### src/rtl/dispatch_alloc_ctrl_pkg.sv
// Shared constants and types for the dispatch allocation controller.
package dispatch_alloc_ctrl_pkg;

    localparam int ROB_DEPTH = 8;
    localparam int ROB_W     = 3;
    localparam int LQ_DEPTH  = 4;
    localparam int LQ_W      = 2;
    localparam int SQ_DEPTH  = 4;
    localparam int SQ_W      = 2;

    localparam logic [2:0] FU_ALU   = 3'd0;
    localparam logic [2:0] FU_BR    = 3'd2;
    localparam logic [2:0] FU_LOAD  = 3'd6;
    localparam logic [2:0] FU_STORE = 3'd7;

    // Which memory queue (if any) an instruction needs a slot in.
    typedef enum logic [1:0] {
        ALLOC_OTHER = 2'd0,
        ALLOC_LD    = 2'd1,
        ALLOC_ST    = 2'd2
    } alloc_kind_e;

    function automatic alloc_kind_e classify(input logic [2:0] fu_sel);
        alloc_kind_e kind;
        kind = ALLOC_OTHER;
        if (fu_sel == FU_LOAD) begin
            kind = ALLOC_LD;
        end else if (fu_sel == FU_STORE) begin
            kind = ALLOC_ST;
        end
        return kind;
    endfunction

endpackage

### src/rtl/dispatch_alloc_ctrl_if.sv
// Decode <-> allocation controller bundle: requests in, pointers and readies out.
interface dispatch_alloc_ctrl_if;
    import dispatch_alloc_ctrl_pkg::*;

    logic             alloc_valid;
    logic [2:0]       alloc_fu_sel;
    logic             rob_ready;
    logic             ld_ready;
    logic             st_ready;
    logic [ROB_W-1:0] rob_idx;
    logic [LQ_W-1:0]  LQ_tail;
    logic [SQ_W-1:0]  SQ_tail;
    logic [ROB_W-1:0] rob_head;
    logic             commit_valid;
    logic             mispredict;
    logic [ROB_W-1:0] mispredict_rob_idx;

    modport master (
        output alloc_valid, alloc_fu_sel, commit_valid, mispredict, mispredict_rob_idx,
        input  rob_ready, ld_ready, st_ready, rob_idx, LQ_tail, SQ_tail, rob_head
    );

    modport slave (
        input  alloc_valid, alloc_fu_sel, commit_valid, mispredict, mispredict_rob_idx,
        output rob_ready, ld_ready, st_ready, rob_idx, LQ_tail, SQ_tail, rob_head
    );

endinterface

### src/rtl/dispatch_alloc_ctrl_circ_ptr.sv
// Circular head/tail pointer pair with wrap bit, used for the LQ and SQ.
module circ_ptr_ctrl #(
    parameter int DEPTH = 4,
    parameter int W     = $clog2(DEPTH)
) (
    input  logic         clk,
    input  logic         rst,
    input  logic         push_i,
    input  logic         pop_i,
    input  logic         load_i,
    input  logic [W:0]   load_val_i,
    output logic [W:0]   tail_o,
    output logic         full_o,
    output logic         empty_o
);

    localparam logic [W:0] PTR_ONE = (W+1)'(1);

    logic [W:0] head_q, head_d;
    logic [W:0] tail_q, tail_d;

    // Next pointers: a rollback load overrides any push in the same cycle.
    always_comb begin
        head_d = pop_i ? head_q + PTR_ONE : head_q;
        tail_d = tail_q;
        if (load_i) begin
            tail_d = load_val_i;
        end else if (push_i) begin
            tail_d = tail_q + PTR_ONE;
        end
    end

    // Pointer registers.
    always_ff @(posedge clk or posedge rst) begin
        if (rst) begin
            head_q <= '0;
            tail_q <= '0;
        end else begin
            head_q <= head_d;
            tail_q <= tail_d;
        end
    end

    assign tail_o  = tail_q;
    assign full_o  = (head_q[W] != tail_q[W]) && (head_q[W-1:0] == tail_q[W-1:0]);
    assign empty_o = (head_q == tail_q);

endmodule

### src/rtl/dispatch_alloc_ctrl.sv
// ROB/LQ/SQ allocation controller: in-order alloc, in-order commit, mispredict rollback.
module dispatch_alloc_ctrl
    import dispatch_alloc_ctrl_pkg::*;
(
    input  logic                  clk,
    input  logic                  rst,
    dispatch_alloc_ctrl_if.slave  bus_if
);

    localparam logic [ROB_W:0] ROB_ONE = (ROB_W+1)'(1);
    localparam logic [LQ_W:0]  LQ_ONE  = (LQ_W+1)'(1);
    localparam logic [SQ_W:0]  SQ_ONE  = (SQ_W+1)'(1);

    logic [ROB_W:0]     rob_head_q, rob_head_d;
    logic [ROB_W:0]     rob_tail_q, rob_tail_d;
    logic [ROB_DEPTH-1:0] is_ld_q, is_st_q;
    logic [LQ_W:0]      lq_snap_q [ROB_DEPTH];
    logic [SQ_W:0]      sq_snap_q [ROB_DEPTH];

    logic [LQ_W:0]      lq_tail;
    logic [SQ_W:0]      sq_tail;
    logic               lq_full, lq_empty, sq_full, sq_empty;

    alloc_kind_e        kind;
    logic               rob_full, rob_empty, res_ok;
    logic               alloc_fire, commit_fire, mis_fire, mis_in_range;
    logic [ROB_W:0]     rob_count, mis_ext;
    logic [ROB_W-1:0]   head_idx, tail_idx, mis_idx, mis_off;
    logic               lq_push, lq_pop, sq_push, sq_pop;
    logic [LQ_W:0]      lq_snap_new;
    logic [SQ_W:0]      sq_snap_new;

    assign head_idx  = rob_head_q[ROB_W-1:0];
    assign tail_idx  = rob_tail_q[ROB_W-1:0];
    assign mis_idx   = bus_if.mispredict_rob_idx;
    assign rob_count = rob_tail_q - rob_head_q;
    assign rob_full  = (rob_head_q[ROB_W] != rob_tail_q[ROB_W]) && (head_idx == tail_idx);
    assign rob_empty = (rob_head_q == rob_tail_q);
    assign kind      = classify(bus_if.alloc_fu_sel);

    // Decide which requests actually fire and where the ROB pointers go next.
    always_comb begin
        res_ok       = !rob_full && !(kind == ALLOC_LD && lq_full) && !(kind == ALLOC_ST && sq_full);
        alloc_fire   = bus_if.alloc_valid && !bus_if.mispredict && res_ok;
        commit_fire  = bus_if.commit_valid && !rob_empty;
        mis_off      = mis_idx - head_idx;
        mis_in_range = {1'b0, mis_off} < rob_count;
        mis_fire     = bus_if.mispredict && mis_in_range;
        mis_ext      = {(mis_idx < head_idx) ? ~rob_head_q[ROB_W] : rob_head_q[ROB_W], mis_idx};

        rob_head_d = commit_fire ? rob_head_q + ROB_ONE : rob_head_q;
        rob_tail_d = rob_tail_q;
        if (mis_fire) begin
            rob_tail_d = mis_ext + ROB_ONE;
        end else if (alloc_fire) begin
            rob_tail_d = rob_tail_q + ROB_ONE;
        end

        lq_push     = alloc_fire && (kind == ALLOC_LD);
        sq_push     = alloc_fire && (kind == ALLOC_ST);
        lq_pop      = commit_fire && is_ld_q[head_idx];
        sq_pop      = commit_fire && is_st_q[head_idx];
        lq_snap_new = lq_push ? lq_tail + LQ_ONE : lq_tail;
        sq_snap_new = sq_push ? sq_tail + SQ_ONE : sq_tail;
    end

    // ROB pointers and per-entry metadata captured at allocation.
    always_ff @(posedge clk or posedge rst) begin
        if (rst) begin
            rob_head_q <= '0;
            rob_tail_q <= '0;
            is_ld_q    <= '0;
            is_st_q    <= '0;
            for (int i = 0; i < ROB_DEPTH; i++) begin
                lq_snap_q[i] <= '0;
                sq_snap_q[i] <= '0;
            end
        end else begin
            rob_head_q <= rob_head_d;
            rob_tail_q <= rob_tail_d;
            if (alloc_fire) begin
                is_ld_q[tail_idx]   <= (kind == ALLOC_LD);
                is_st_q[tail_idx]   <= (kind == ALLOC_ST);
                lq_snap_q[tail_idx] <= lq_snap_new;
                sq_snap_q[tail_idx] <= sq_snap_new;
            end
        end
    end

    circ_ptr_ctrl #(.DEPTH(LQ_DEPTH), .W(LQ_W)) u_lq (
        .clk        (clk),
        .rst        (rst),
        .push_i     (lq_push),
        .pop_i      (lq_pop),
        .load_i     (mis_fire),
        .load_val_i (lq_snap_q[mis_idx]),
        .tail_o     (lq_tail),
        .full_o     (lq_full),
        .empty_o    (lq_empty)
    );

    circ_ptr_ctrl #(.DEPTH(SQ_DEPTH), .W(SQ_W)) u_sq (
        .clk        (clk),
        .rst        (rst),
        .push_i     (sq_push),
        .pop_i      (sq_pop),
        .load_i     (mis_fire),
        .load_val_i (sq_snap_q[mis_idx]),
        .tail_o     (sq_tail),
        .full_o     (sq_full),
        .empty_o    (sq_empty)
    );

    assign bus_if.rob_ready = !rob_full;
    assign bus_if.ld_ready  = !lq_full;
    assign bus_if.st_ready  = !sq_full;
    assign bus_if.rob_idx   = tail_idx;
    assign bus_if.LQ_tail   = lq_tail[LQ_W-1:0];
    assign bus_if.SQ_tail   = sq_tail[SQ_W-1:0];
    assign bus_if.rob_head  = head_idx;

    // Protocol checks: the offending request is dropped in hardware, these just flag it.
    a_alloc_not_ready: assert property (@(posedge clk) disable iff (rst)
        !(bus_if.alloc_valid && !bus_if.mispredict && !res_ok));
    a_commit_empty: assert property (@(posedge clk) disable iff (rst)
        !(bus_if.commit_valid && rob_empty));
    a_mispredict_range: assert property (@(posedge clk) disable iff (rst)
        !(bus_if.mispredict && !mis_in_range));
    a_lsq_underflow: assert property (@(posedge clk) disable iff (rst)
        !((lq_pop && lq_empty) || (sq_pop && sq_empty)));

endmodule

### src/flat_wrapper.sv
// flat-port wrapper written by rule: the top's interface ports become plain ports
module dispatch_alloc_ctrl_flat import dispatch_alloc_ctrl_pkg::*;
  (clk, rst, bus_if_alloc_valid, bus_if_alloc_fu_sel, bus_if_commit_valid, bus_if_mispredict, bus_if_mispredict_rob_idx, bus_if_rob_ready, bus_if_ld_ready, bus_if_st_ready, bus_if_rob_idx, bus_if_LQ_tail, bus_if_SQ_tail, bus_if_rob_head);
  dispatch_alloc_ctrl_if bus_if_i ();
  input  logic clk;
  input  logic rst;
  input wire logic [$bits(bus_if_i.alloc_valid)-1:0] bus_if_alloc_valid;
  input wire logic [$bits(bus_if_i.alloc_fu_sel)-1:0] bus_if_alloc_fu_sel;
  input wire logic [$bits(bus_if_i.commit_valid)-1:0] bus_if_commit_valid;
  input wire logic [$bits(bus_if_i.mispredict)-1:0] bus_if_mispredict;
  input wire logic [$bits(bus_if_i.mispredict_rob_idx)-1:0] bus_if_mispredict_rob_idx;
  output wire logic [$bits(bus_if_i.rob_ready)-1:0] bus_if_rob_ready;
  output wire logic [$bits(bus_if_i.ld_ready)-1:0] bus_if_ld_ready;
  output wire logic [$bits(bus_if_i.st_ready)-1:0] bus_if_st_ready;
  output wire logic [$bits(bus_if_i.rob_idx)-1:0] bus_if_rob_idx;
  output wire logic [$bits(bus_if_i.LQ_tail)-1:0] bus_if_LQ_tail;
  output wire logic [$bits(bus_if_i.SQ_tail)-1:0] bus_if_SQ_tail;
  output wire logic [$bits(bus_if_i.rob_head)-1:0] bus_if_rob_head;
  assign bus_if_i.alloc_valid = bus_if_alloc_valid;
  assign bus_if_i.alloc_fu_sel = bus_if_alloc_fu_sel;
  assign bus_if_i.commit_valid = bus_if_commit_valid;
  assign bus_if_i.mispredict = bus_if_mispredict;
  assign bus_if_i.mispredict_rob_idx = bus_if_mispredict_rob_idx;
  assign bus_if_rob_ready = bus_if_i.rob_ready;
  assign bus_if_ld_ready = bus_if_i.ld_ready;
  assign bus_if_st_ready = bus_if_i.st_ready;
  assign bus_if_rob_idx = bus_if_i.rob_idx;
  assign bus_if_LQ_tail = bus_if_i.LQ_tail;
  assign bus_if_SQ_tail = bus_if_i.SQ_tail;
  assign bus_if_rob_head = bus_if_i.rob_head;
  dispatch_alloc_ctrl u_core (.clk(clk), .rst(rst), .bus_if(bus_if_i));
endmodule
### config.mk
export PLATFORM = sky130hd
export DESIGN_NAME = dispatch_alloc_ctrl_flat
export DESIGN_NICKNAME = d
export VERILOG_FILES = /design/src/rtl/dispatch_alloc_ctrl_pkg.sv /design/src/rtl/dispatch_alloc_ctrl_if.sv /design/src/rtl/dispatch_alloc_ctrl_circ_ptr.sv /design/src/rtl/dispatch_alloc_ctrl.sv /design/src/flat_wrapper.sv
export SDC_FILE = /design/constraint.sdc
export NUM_CORES = 1
export LEC_CHECK = 0
export CAP_MARGIN = 20
export CORE_MARGIN = 1
export CORE_UTILIZATION = 54
export DETAILED_ROUTE_END_ITERATION = 12
export GPL_TIMING_DRIVEN = 0
export PLACE_DENSITY_LB_ADDON = 0.15
export SLEW_MARGIN = 5
export SYNTH_ARGS = -nofsm -noshare
export SYNTH_HDL_FRONTEND = slang
export SYNTH_SLANG_ARGS = --single-unit
### constraint.sdc
create_clock -name clk -period 4.05 [get_ports clk]
set_input_delay 1.0125 -clock clk [delete_from_list [all_inputs] [get_ports clk]]
set_output_delay 1.0125 -clock clk [all_outputs]
set_load 0.01 [all_outputs]
==> results.py, run 1 <==
metrics = {
    "power": {
        "p_switching_mw": 1.11,
        "power.share.clock_pct": 22.7,
        "powerDensity_nw_per_um2": 650,
        "p_comb_share_pct": 42.2,
        "p_leak_nw": 2.44,
        "p_total_mw": 3.31,
        "power_frac_seq_pct": 35.1,
        "netSwitchingFraction_pct": 33.4,
        "p_int_mw": 2.21,
        "vdd_drop_max_v": 0.000253,
    },
    "detailed_routing": {
        "via_count": 2655,
        "drtIter0Drc": 161,
        "routedWlPerCell_um": 19.1,
        "drt_pass1_iterations": 4,
        "wl_um": 8890,
        "drc": 0,
        "ant_nets": 0,
        "routed_via_density": 5.71,
    },
    "clock_network": {
        "cts_resized": 4,
        "htree_levels": 3,
        "insertion_delay_ns": 0.36,
        "hold_buffers": 0,
        "cts-root-buf": "clkbuf_8",
        "clk_pin_slew_ns": 0.09,
        "cts_tree": "yes",
        "numClockSinks": 84,
        "numCtsBuffers": 9,
        "cts_buffer_depth": 2,
        "cts_setup_buffers": 0,
    },
    "global_routing": {
        "track_usage_pct": 22.9,
        "grt_max_degree": 48,
        "grt-ovfl-total": 0,
        "antenna_found_initial": 0,
        "grt_pass1_wl_um": 14400,
        "first_global_vias": 2806,
    },
    "sta": {
        "slew_viol_final": 0,
        "fmaxAchievable_mhz": 262,
        "relSlewSlack_pct": 42.2,
        "fin_crit_sh_pct": 94.3,
        "whs_ns": 0.505,
        "skew_ns": 0.00860,
        "final_hold_viol_count": 0,
        "fin_crit_ns": 3.82,
        "setup_viol": 0,
        "max_slew.worst_pin.slew_ns": 0.863,
        "grt_setup_unrepaired": "false",
    },
    "logic_synthesis": {
        "synthesis.area_sq_um": 4450,
        "synth_compound_gate_area_share_pct": 2.22,
        "synth_top_area_cell": "dfrtp_1",
        "synth_area_per_cell_sq_um": 13.7,
        "syn-num-nets": 351,
        "netlist_instances": 324,
        "ys_dominant_reg_cell": "dfrtp_1",
        "synthTopCellsByArea": "dfrtp_1, mux2_2, mux4_2",
        "synthXorXnorAreaFrac_pct": 4.92,
        "synth.yosys.seq_area_share_pct": 47.2,
        "synth-simple-area-share_pct": 5.93,
        "synthAdderAreaFrac_pct": 4.83,
        "yosys-mux-area-fraction_pct": 30.7,
        "async_reset_ff_share_pct": 100,
        "ys_types": 42,
        "yosys_register_bits": 84,
        "synth-edff-count": 0,
        "yosysWarnings": 0,
        "netlist.area_leader.share_pct": 47.2,
        "synth_top_family_by_area": "multiplexers",
    },
    "critical_path": {
        "r2r_cells": 13,
        "cp_max_fo": 10,
        "criticalPathCategory": "in -> reg",
        "crit_arrival_ns": 4.06,
        "cp-end-kind": "flip-flop",
        "worstPathRequired_ns": 4.29,
        "r2r_slack_ns": 0.74,
        "worstSetupStartpointType": "primary input",
    },
    "placed_design": {
        "port_buffers": 22,
        "dpl.hpwl_um": 6070,
        "place_area_sq_um": 4830,
        "place.gp.congestion": 0.802,
    },
    "layout": {
        "n_antenna_cell": 0,
        "drive_gt1_share_pct": 38.6,
        "design_area_sq_um": 5100,
        "fill_cells": 590,
        "fin_util_pct": 65.0,
        "area_growth_pct": 14.6,
        "layout.nets": 385,
    },
    "floorplanning": {
        "io_pins": 24,
        "core_area_sq_um": 7850,
        "fp-row-count": 32,
        "floorplan.initialDensity_pct": 56.7,
        "die_w_um": 92.8,
        "die_area_sq_um": 8610,
        "die_h_um": 92.8,
    },
    "hold_path": {
        "hold_path_class": "reg -> reg",
        "holdPathStages": 1,
    },
    "job": {
        "max_cap_violations": 0,
    },
    "outcome": {
        "outcome": "complete, no violations",
    },
}
==> final timing paths <==
| check | end | start |
|---|---|---|
| worst min register to register | u_core.u_sq.head_q[2] | u_core.u_sq.head_q[2] |
| worst max register to register | u_core.rob_tail_q[2] | u_core.rob_head_q[1] |
| min in group asynchronous | u_core.lq_snap_q[10] | rst |
| worst max-delay path | u_core.rob_tail_q[2] | bus_if_mispredict_rob_idx[0] |
| max in group asynchronous | u_core.u_sq.tail_o[1] | rst |
| worst min-delay path | u_core.u_sq.head_q[2] | u_core.u_sq.head_q[2] |
==> worst max-delay path: stages <==
cell	delay, ns
clkbuf_4	0.20
buf_8	0.19
inv_1	0.08
ha_1	0.21
fa_1	0.49
inv_1	0.04
ha_1	0.27
a21o_1	0.17
a211oi_2	0.28
nor2_1	0.09
buf_2	0.23
mux2i_1	0.18
ha_1	0.20
and4_1	0.20
xnor2_1	0.11
mux2i_1	0.08
==> cell usage after synthesis (2+ instances only) <==
master    number
nand4_1        4
inv_1         11
and4b_1        2
and4_1         2
xnor2_1       18
mux2i_1        4
xor2_1         7
o21ai_0        2
mux4_2        16
nand2_1       10
mux2_4         8
ha_1          14
nor2_1         5
dfrtp_1       84
mux2_2        75
and3_1         2
a31oi_1        2
buf_4         11
clkbuf_1       7
a21oi_1        3
buf_1          2
nand3_1       10
fa_1           2
buf_2          4
nand2b_1       2
==> sequential cells by signal, summed over array words and instances (netlist names) <==
signal / flops
u_core.is_ld_q: 8
u_core.is_st_q: 8
u_core.lq_snap_q: 24
u_core.rob_head_q: 4
u_core.rob_tail_q: 4
u_core.sq_snap_q: 24
u_core.u_lq.head_q: 3
u_core.u_lq.tail_o: 3
u_core.u_sq.head_q: 3
u_core.u_sq.tail_o: 3
==> stage by stage <==
| stage | TNS [ns] | std cells | setup WS, ns |
|---|---|---|---|
| 2_1_floorplan | 0 | 324 | 0.0671 |
| 3_3_place_gp | -41.43 | 448 | -0.982 |
| 3_5_place_dp | -5.60 | 449 | -0.994 |
| 4_1_cts | 0 | 465 | 0.0312 |
| 5_1_grt | 0 | 465 | 0.00745 |
| 6_report | 0 | 465 | 0.232 |
==> placed cells by master, fill, tap and decap left out, types with 2 or more instances in the layout <==
cell             synthesis  routed
inv_1                   11      10
xnor2_1                 18      18
o21ai_0                  2       2
nand2_1                 10      10
nand4_1                  4       4
clkdlybuf4s50_1          0      21
nand2b_1                 2       2
fa_1                     2       2
buf_2                    4       4
nor2_1                   5       5
clkbuf_8                 0      11
and4_1                   2       2
buf_4                   11      11
a31oi_1                  2       2
nand3_1                 10      10
mux4_2                  16      16
a21oi_1                  3       3
and3_1                   2       2
mux2_4                   8       8
clkbuf_1                 7       5
xor2_1                   7       7
mux2i_1                  4       4
dfrtp_1                 84      84
clkbuf_4                 0       2
bufinv_16                0       3
and4b_1                  2       2
ha_1                    14      14
clkinv_4                 0       2
mux2_2                  75      75
==> power groups by stage <==
stage	logic (mW)	registers, mW	clock network [mW]
detailed placement	1.42	1.18	0
finish	1.40	1.16	0.751
global placement	1.38	1.18	0
global route	1.55	1.19	0.786
CTS	1.42	1.17	0.759
floorplan	1.09	1.13	0
==> metal layers <==
metal / GRT usage [%] / part of all wire [%]
met4: 8.08 / 1.7
met2: 40.2 / 51
met1: 28.3 / 44
met3: 4.27 / 3.0
met5: 0 / 0
==> layout make-up <==
class / count / area [sq um] / share of cell area (%)
Clock buffer: 11 / 151 / 2.97
Tap cell: 102 / 128 / 2.50
Timing Repair Buffer: 23 / 235 / 4.61
Sequential cell: 84 / 2100 / 41.2
Buffer: 25 / 166 / 3.26
Clock inverter: 5 / 108 / 2.11
Inverter: 11 / 43.8 / 0.858
Multi-Input combinational cell: 204 / 2170 / 42.5
==> cell families (layout without fill, tap and decap cells) <==
kind of cell | Yosys count | after routing
fa+ha+maj | 16 | 16
mux | 103 | 103
xor+xnor | 25 | 25
simple gates | 46 | 46
buf+inv | 36 | 75
compound gates | 14 | 14
flops | 84 | 84
Power figures use the tool's default switching activity.
==> run 2: changes to the inputs <==
- TNS_END_PERCENT: default -> 1
==> results of run 2 <==
No change in the layout: final DEF, timing and power equal those of run 1.
==> edit 1 (settings of run 1) <==
`ROB_W`: 3 -> 6.
--- a/src/rtl/dispatch_alloc_ctrl_pkg.sv
+++ b/src/rtl/dispatch_alloc_ctrl_pkg.sv
@@ -4,3 +4,3 @@
     localparam int ROB_DEPTH = 8;
-    localparam int ROB_W     = 3;
+    localparam int ROB_W     = 6;
     localparam int LQ_DEPTH  = 4;
Interface: changed (resized bus_if_mispredict_rob_idx, bus_if_rob_head and bus_if_rob_idx); port bits go from 24 to 33. No check against the original RTL was run, so the function may have changed too.
==> edit 1 against run 1 <==
- critical path depth rose by 6
- cell area grew 21%
- combinational power is 64% higher
- die area increased by 17%
- power up 25%
- clock power down 9.5%
- worst setup slack got worse by 0.22 ns
- via count grew 26%
- non-clock buffer count is 23 higher
- sequential cell count rose by 6
- wire length is 21% higher
- synthesized area increased by 17%
- largest power group unchanged
==> edit 1: results (changes against run 1) <==
The run finished with clean final reports. The net count after synthesis came out at 454 (was 351). The via count normalized by instance count was 5.59 (was 5.71).

The depth of the worst register-to-register path is 21 (was 13). The final weighted congestion in routability-driven placement is 0.796 (was 0.802), and the net load switching power is 1.60 mW (was 1.11 mW). The routed length per instance is 17.9 um (was 19.1 um). The final hold slack was 0.502 ns (was 0.505 ns); the combined global-route utilization of all metal layers was 0.236 (was 0.229). Most numerous cell types in the synthesized netlist: sky130_fd_sc_hd__dfrtp_1 (90), sky130_fd_sc_hd__mux2_2 (73), sky130_fd_sc_hd__nand2_1 (26), sky130_fd_sc_hd__xnor2_1 (24), sky130_fd_sc_hd__ha_1 (23) (was sky130_fd_sc_hd__dfrtp_1 (84), sky130_fd_sc_hd__mux2_2 (75), sky130_fd_sc_hd__xnor2_1 (18), sky130_fd_sc_hd__mux4_2 (16), sky130_fd_sc_hd__ha_1 (14)). The run gives 5560 um (was 4570 um) as the length of routed met2 wiring. For the internal reg-to-reg setup slack, the log shows 0.07 ns (was 0.74 ns). The combinational power was 2.29 mW (was 1.40 mW); the via count of the first global-routing pass was 3515 (was 2806). The slew at the pin with the worst max-slew slack is 0.811 ns (was 0.863 ns), and the setup slack after placement is -1.36 ns (was -0.994 ns). The data arrival time of the worst path is 4.33 ns (was 4.06 ns). For the placed wire-length estimate, the log shows 7610 um (was 6070 um).

The hold-critical path endpoint was u_core.u_lq.head_q[2] (was u_core.u_sq.head_q[2]). Initial DRC count: 100 (was 161). Ranking of synthesized cells by area: sky130_fd_sc_hd__dfrtp_1 (43%), sky130_fd_sc_hd__mux2_2 (16%), sky130_fd_sc_hd__mux4_2 (6.9%) (was sky130_fd_sc_hd__dfrtp_1 (47%), sky130_fd_sc_hd__mux2_2 (19%), sky130_fd_sc_hd__mux4_2 (8.1%)). The count of placed standard cells including taps was 576 (was 449).

The total wirelength of the detailed-routed design came out at 10800 um (was 8890 um). Fraction of final layout cells with drive strength greater than 1: 0.367 (was 0.386). The worst-path cell with the longest stage delay was sky130_fd_sc_hd__fa_2 (was sky130_fd_sc_hd__fa_1). The unique cell type count in the Yosys netlist came out at 49 (was 42). The number of input and output port buffers inserted was 31 (was 22). Largest stage delay on the critical path: 0.39 ns (was 0.49 ns). The critical register-to-register path endpoint is u_core.rob_tail_q[6] (was u_core.rob_tail_q[2]).

The post-route met1 wirelength was 4710 um (was 3890 um); the maximum number of pins on one net before global-route repair was 69 (was 48). The tools report the leakage power summed over all cells as 2.90 nW (was 2.44 nW). The maximum clock frequency came out at 0.248 GHz (was 0.262 GHz).

The tools report the wire length of the first global-routing pass as 17800 um (was 14400 um).
edit 1: changes by cell type in the layout (fill, tap and decap cells not counted), moves of 6 or more:
| cell | run 1 | this run |
|---|---|---|
| sky130_fd_sc_hd__a21oi_1 | 3 | 9 |
| sky130_fd_sc_hd__buf_4 | 11 | 31 |
| sky130_fd_sc_hd__clkdlybuf4s50_1 | 21 | 28 |
| sky130_fd_sc_hd__ha_1 | 14 | 20 |
| sky130_fd_sc_hd__mux2_4 | 8 | 2 |
| sky130_fd_sc_hd__nand2_1 | 10 | 26 |
| sky130_fd_sc_hd__nand3_1 | 10 | 4 |
| sky130_fd_sc_hd__nor2_1 | 5 | 11 |
| sky130_fd_sc_hd__o21ai_0 | 2 | 8 |
| sky130_fd_sc_hd__xor2_1 | 7 | 17 |
edit 1: cell type report:
class | count | area [sq um]
inverter | 16 | 77.6
multi-input combinational | 280 | 2830
sequential | 90 | 2250
tap | 129 | 161
timing repair buffer | 45 | 430
fill | 719 | 3130
clock buffer | 9 | 124
clock inverter | 6 | 90.1
buffer | 26 | 191
edit 1: kinds of logic (layout without fill, tap and decap cells):
kind of cell | after synthesis | after routing | synth area share
mux | 95 | 95 | 0.240
flops | 90 | 90 | 0.432
simple gates | 77 | 77 | 0.0867
buf+inv | 45 | 102 | 0.0473
xor+xnor | 42 | 42 | 0.0720
compound gates | 41 | 41 | 0.0591
fa+ha+maj | 25 | 25 | 0.0629
edit 1: repair_timing:
item	CTS	global route
setup buffers	8	6
pin swaps	11	13
cloned	0	0
gates resized for setup	13	14
endpoints found under the setup margin	13	3
edit 1: per-layer routing:
metal | up-vias | GRT usage
met5 | - | 0
met3 | 18 | 0.0334
met1 | 1714 | 0.296
li1 | 1578 | -
met2 | 47 | 0.414
met4 | 0 | 0.0903
==> edit 2 (config.mk and constraints of run 1) <==
Without the edit above. Make the reset (`rst`) synchronous in 2 clocked blocks.
--- a/src/rtl/dispatch_alloc_ctrl_circ_ptr.sv
+++ b/src/rtl/dispatch_alloc_ctrl_circ_ptr.sv
@@ -33,3 +33,3 @@
     // Pointer registers.
-    always_ff @(posedge clk or posedge rst) begin
+    always_ff @(posedge clk) begin
         if (rst) begin
--- a/src/rtl/dispatch_alloc_ctrl.sv
+++ b/src/rtl/dispatch_alloc_ctrl.sv
@@ -67,3 +67,3 @@
     // ROB pointers and per-entry metadata captured at allocation.
-    always_ff @(posedge clk or posedge rst) begin
+    always_ff @(posedge clk) begin
         if (rst) begin
Function: differs if rst is asserted again (counterexample within 4 cycles, from zero or initial values and one cycle with rst high); with rst held inactive, the same outputs for 4 cycles.
==> edit 2 against run 1 <==
- wire length increased by 15%
- critical endpoint is now u_core.rob_tail_q[2]
- core utilization decreased by 1.9 points
- sequential cell count unchanged
- largest power group unchanged
- global-route usage increased by 2.5 points
- worst setup slack improved by 0.023 ns
- cell area increased by 1.7%
- fmax increased by 0.60%
- non-clock buffer count increased by 2
- count of clock-buffer cells in the layout decreased by 2
- highest routed layer unchanged
- synthesized area increased by 3.1%
- power decreased by 14%
==> edit 2: results (changes against run 1) <==
The critical register-to-register path endpoint is u_core.rob_tail_q[2] (unchanged). The launch point of the worst reg-to-reg path is u_core.rob_head_q[1] (unchanged). The initial DRC count is 194 (was 161).

Internal reg-to-reg setup slack: 0.34 ns (was 0.74 ns). The maximum number of pins on one net before global-route repair is 17 (was 48). The combinational power was 1.16 mW (was 1.40 mW). The worst clock skew on the final layout is 0.0157 ns (was 0.00860 ns), and the data arrival time of the worst path is 4.03 ns (was 4.06 ns). For the combined global-route utilization of all metal layers, the log shows 0.254 (was 0.229).

The depth of the worst register-to-register path was 14 (was 13). The tools report the synthesized instance count as 407 (was 324). The final net count was 467 (was 385).

For the number of cells in the finished layout apart from fillers, the log shows 550 (was 465). Leakage power summed over all cells: 1.91 nW (was 2.44 nW). For the placed wire-length estimate, the log shows 7640 um (was 6070 um). Count of flip-flops with a built-in enable after synthesis: 48 (was 0). Ranking of synthesized cells by area: sky130_fd_sc_hd__edfxtp_1 (31%), sky130_fd_sc_hd__dfxtp_1 (16%), sky130_fd_sc_hd__mux4_2 (7.9%) (was sky130_fd_sc_hd__dfrtp_1 (47%), sky130_fd_sc_hd__mux2_2 (19%), sky130_fd_sc_hd__mux4_2 (8.1%)).

The largest vdd supply drop was 0.000303 V (was 0.000253 V); the via count normalized by instance count was 5.70 (was 5.71). Unique cell type count in the Yosys netlist: 49 (was 42). The routed length per instance was 18.5 um (was 19.1 um); the via count of the first global-routing pass was 3157 (was 2806).

The number of input and output port buffers inserted was 21 (was 22). The flow ran to the end, and the final reports show no timing, DRC or antenna violations. The slew at the pin with the worst max-slew slack is 0.642 ns (was 0.863 ns), and the final weighted congestion in routability-driven placement is 0.823 (was 0.802). The fraction of final layout cells with drive strength greater than 1 works out to 0.180 (was 0.386). The hold-critical path endpoint was u_core.is_ld_q[2] (was u_core.u_sq.head_q[2]). The clock network fraction of design power was 0.218 (was 0.227); the hold-critical path depth was 2 (was 1). The wire length of the first global-routing pass came out at 16300 um (was 14400 um). The most used flip-flop cell after synthesis was sky130_fd_sc_hd__edfxtp_1 (was sky130_fd_sc_hd__dfrtp_1). Async set or reset register ratio after synthesis: 0 (was 1.00).
[edit 2: cell count changes after synthesis, sizes merged, moves of 6 or more]
cell    delta
a211oi    +10
mux2i     +25
nor2      +72
nand2     +11
edfxtp    +48
o21ai      +6
mux2      -81
dfrtp     -84
o21a       +7
dfxtp     +36
[edit 2: worst max-delay path by stage]
stage / start / endpoint / cells past startpoint
final: bus_if_mispredict_rob_idx[1] / u_core.rob_tail_q[2] / 15
after global routing: bus_if_mispredict_rob_idx[0] / u_core.rob_tail_q[2] / 16
after CTS: bus_if_mispredict_rob_idx[1] / u_core.rob_tail_q[2] / 15
after detailed placement: bus_if_mispredict_rob_idx[1] / u_core.rob_tail_q[2] / 15
after global placement: bus_if_mispredict_rob_idx[1] / u_core.rob_tail_q[2] / 15
after floorplan: bus_if_mispredict_rob_idx[0] / u_core.rob_tail_q[2] / 16
[edit 2: logic make-up after synthesis]
kind of cell | after synthesis | share of synthesized area
AOI/OAI and AO/OA | 42 | 0.0733
xor gates and xnor gates | 28 | 0.0551
adders and majority gates | 16 | 0.0469
DFF | 84 | 0.471
muxes | 47 | 0.149
buffers and inverters | 41 | 0.0444
and+or+nand+nor | 149 | 0.160
[edit 2: cell type report]
class                           instances  area [sq um]
Timing Repair Buffer                   22           213
Tap cell                              105           131
Clock buffer                            9           124
Fill cell                             705          3030
Sequential cell                        84          2160
Buffer                                 28           188
Clock inverter                          7          80.1
Multi-Input combinational cell        282          2240
Inverter                               13          48.8
[edit 2: critical path, delay by kind of cell]
family / cells / cell delay [ns]
xor+xnor: 1 / 0.15
buf+inv: 5 / 0.78
simple gates: 1 / 0.10
fa+ha+maj: 3 / 0.97
compound gates: 5 / 1.01
[edit 2: per-stage QoR]
stage	area, sq um	power [mW]	worst slack [ns]	hold slack [ns]
2_1_floorplan	4630	1.93	0.0125	0.455
3_3_place_gp	4970	2.20	-1.26	0.471
3_5_place_dp	4970	2.23	-1.33	0.484
4_1_cts	5190	2.86	0.0132	0.504
5_1_grt	5190	3.00	0.0823	0.524
6_report	5190	2.84	0.254	0.497
[edit 2: metal layers]
metal  track usage  up-vias  share of wire
met1         0.356     1512           0.45
met5             0        -              0
li1              -     1518              -
met3        0.0421       11          0.065
met2         0.398       92           0.47
met4        0.0859        0         0.0083
[edit 2: repair_timing]
item / 4_1_cts / 5_1_grt
resized for setup: 5 / 1
setup endpoints to repair: 10 / 1
buffers inserted: 1 / 0
pin swaps: 1 / 0
hold endpoints to repair: 0 / 0
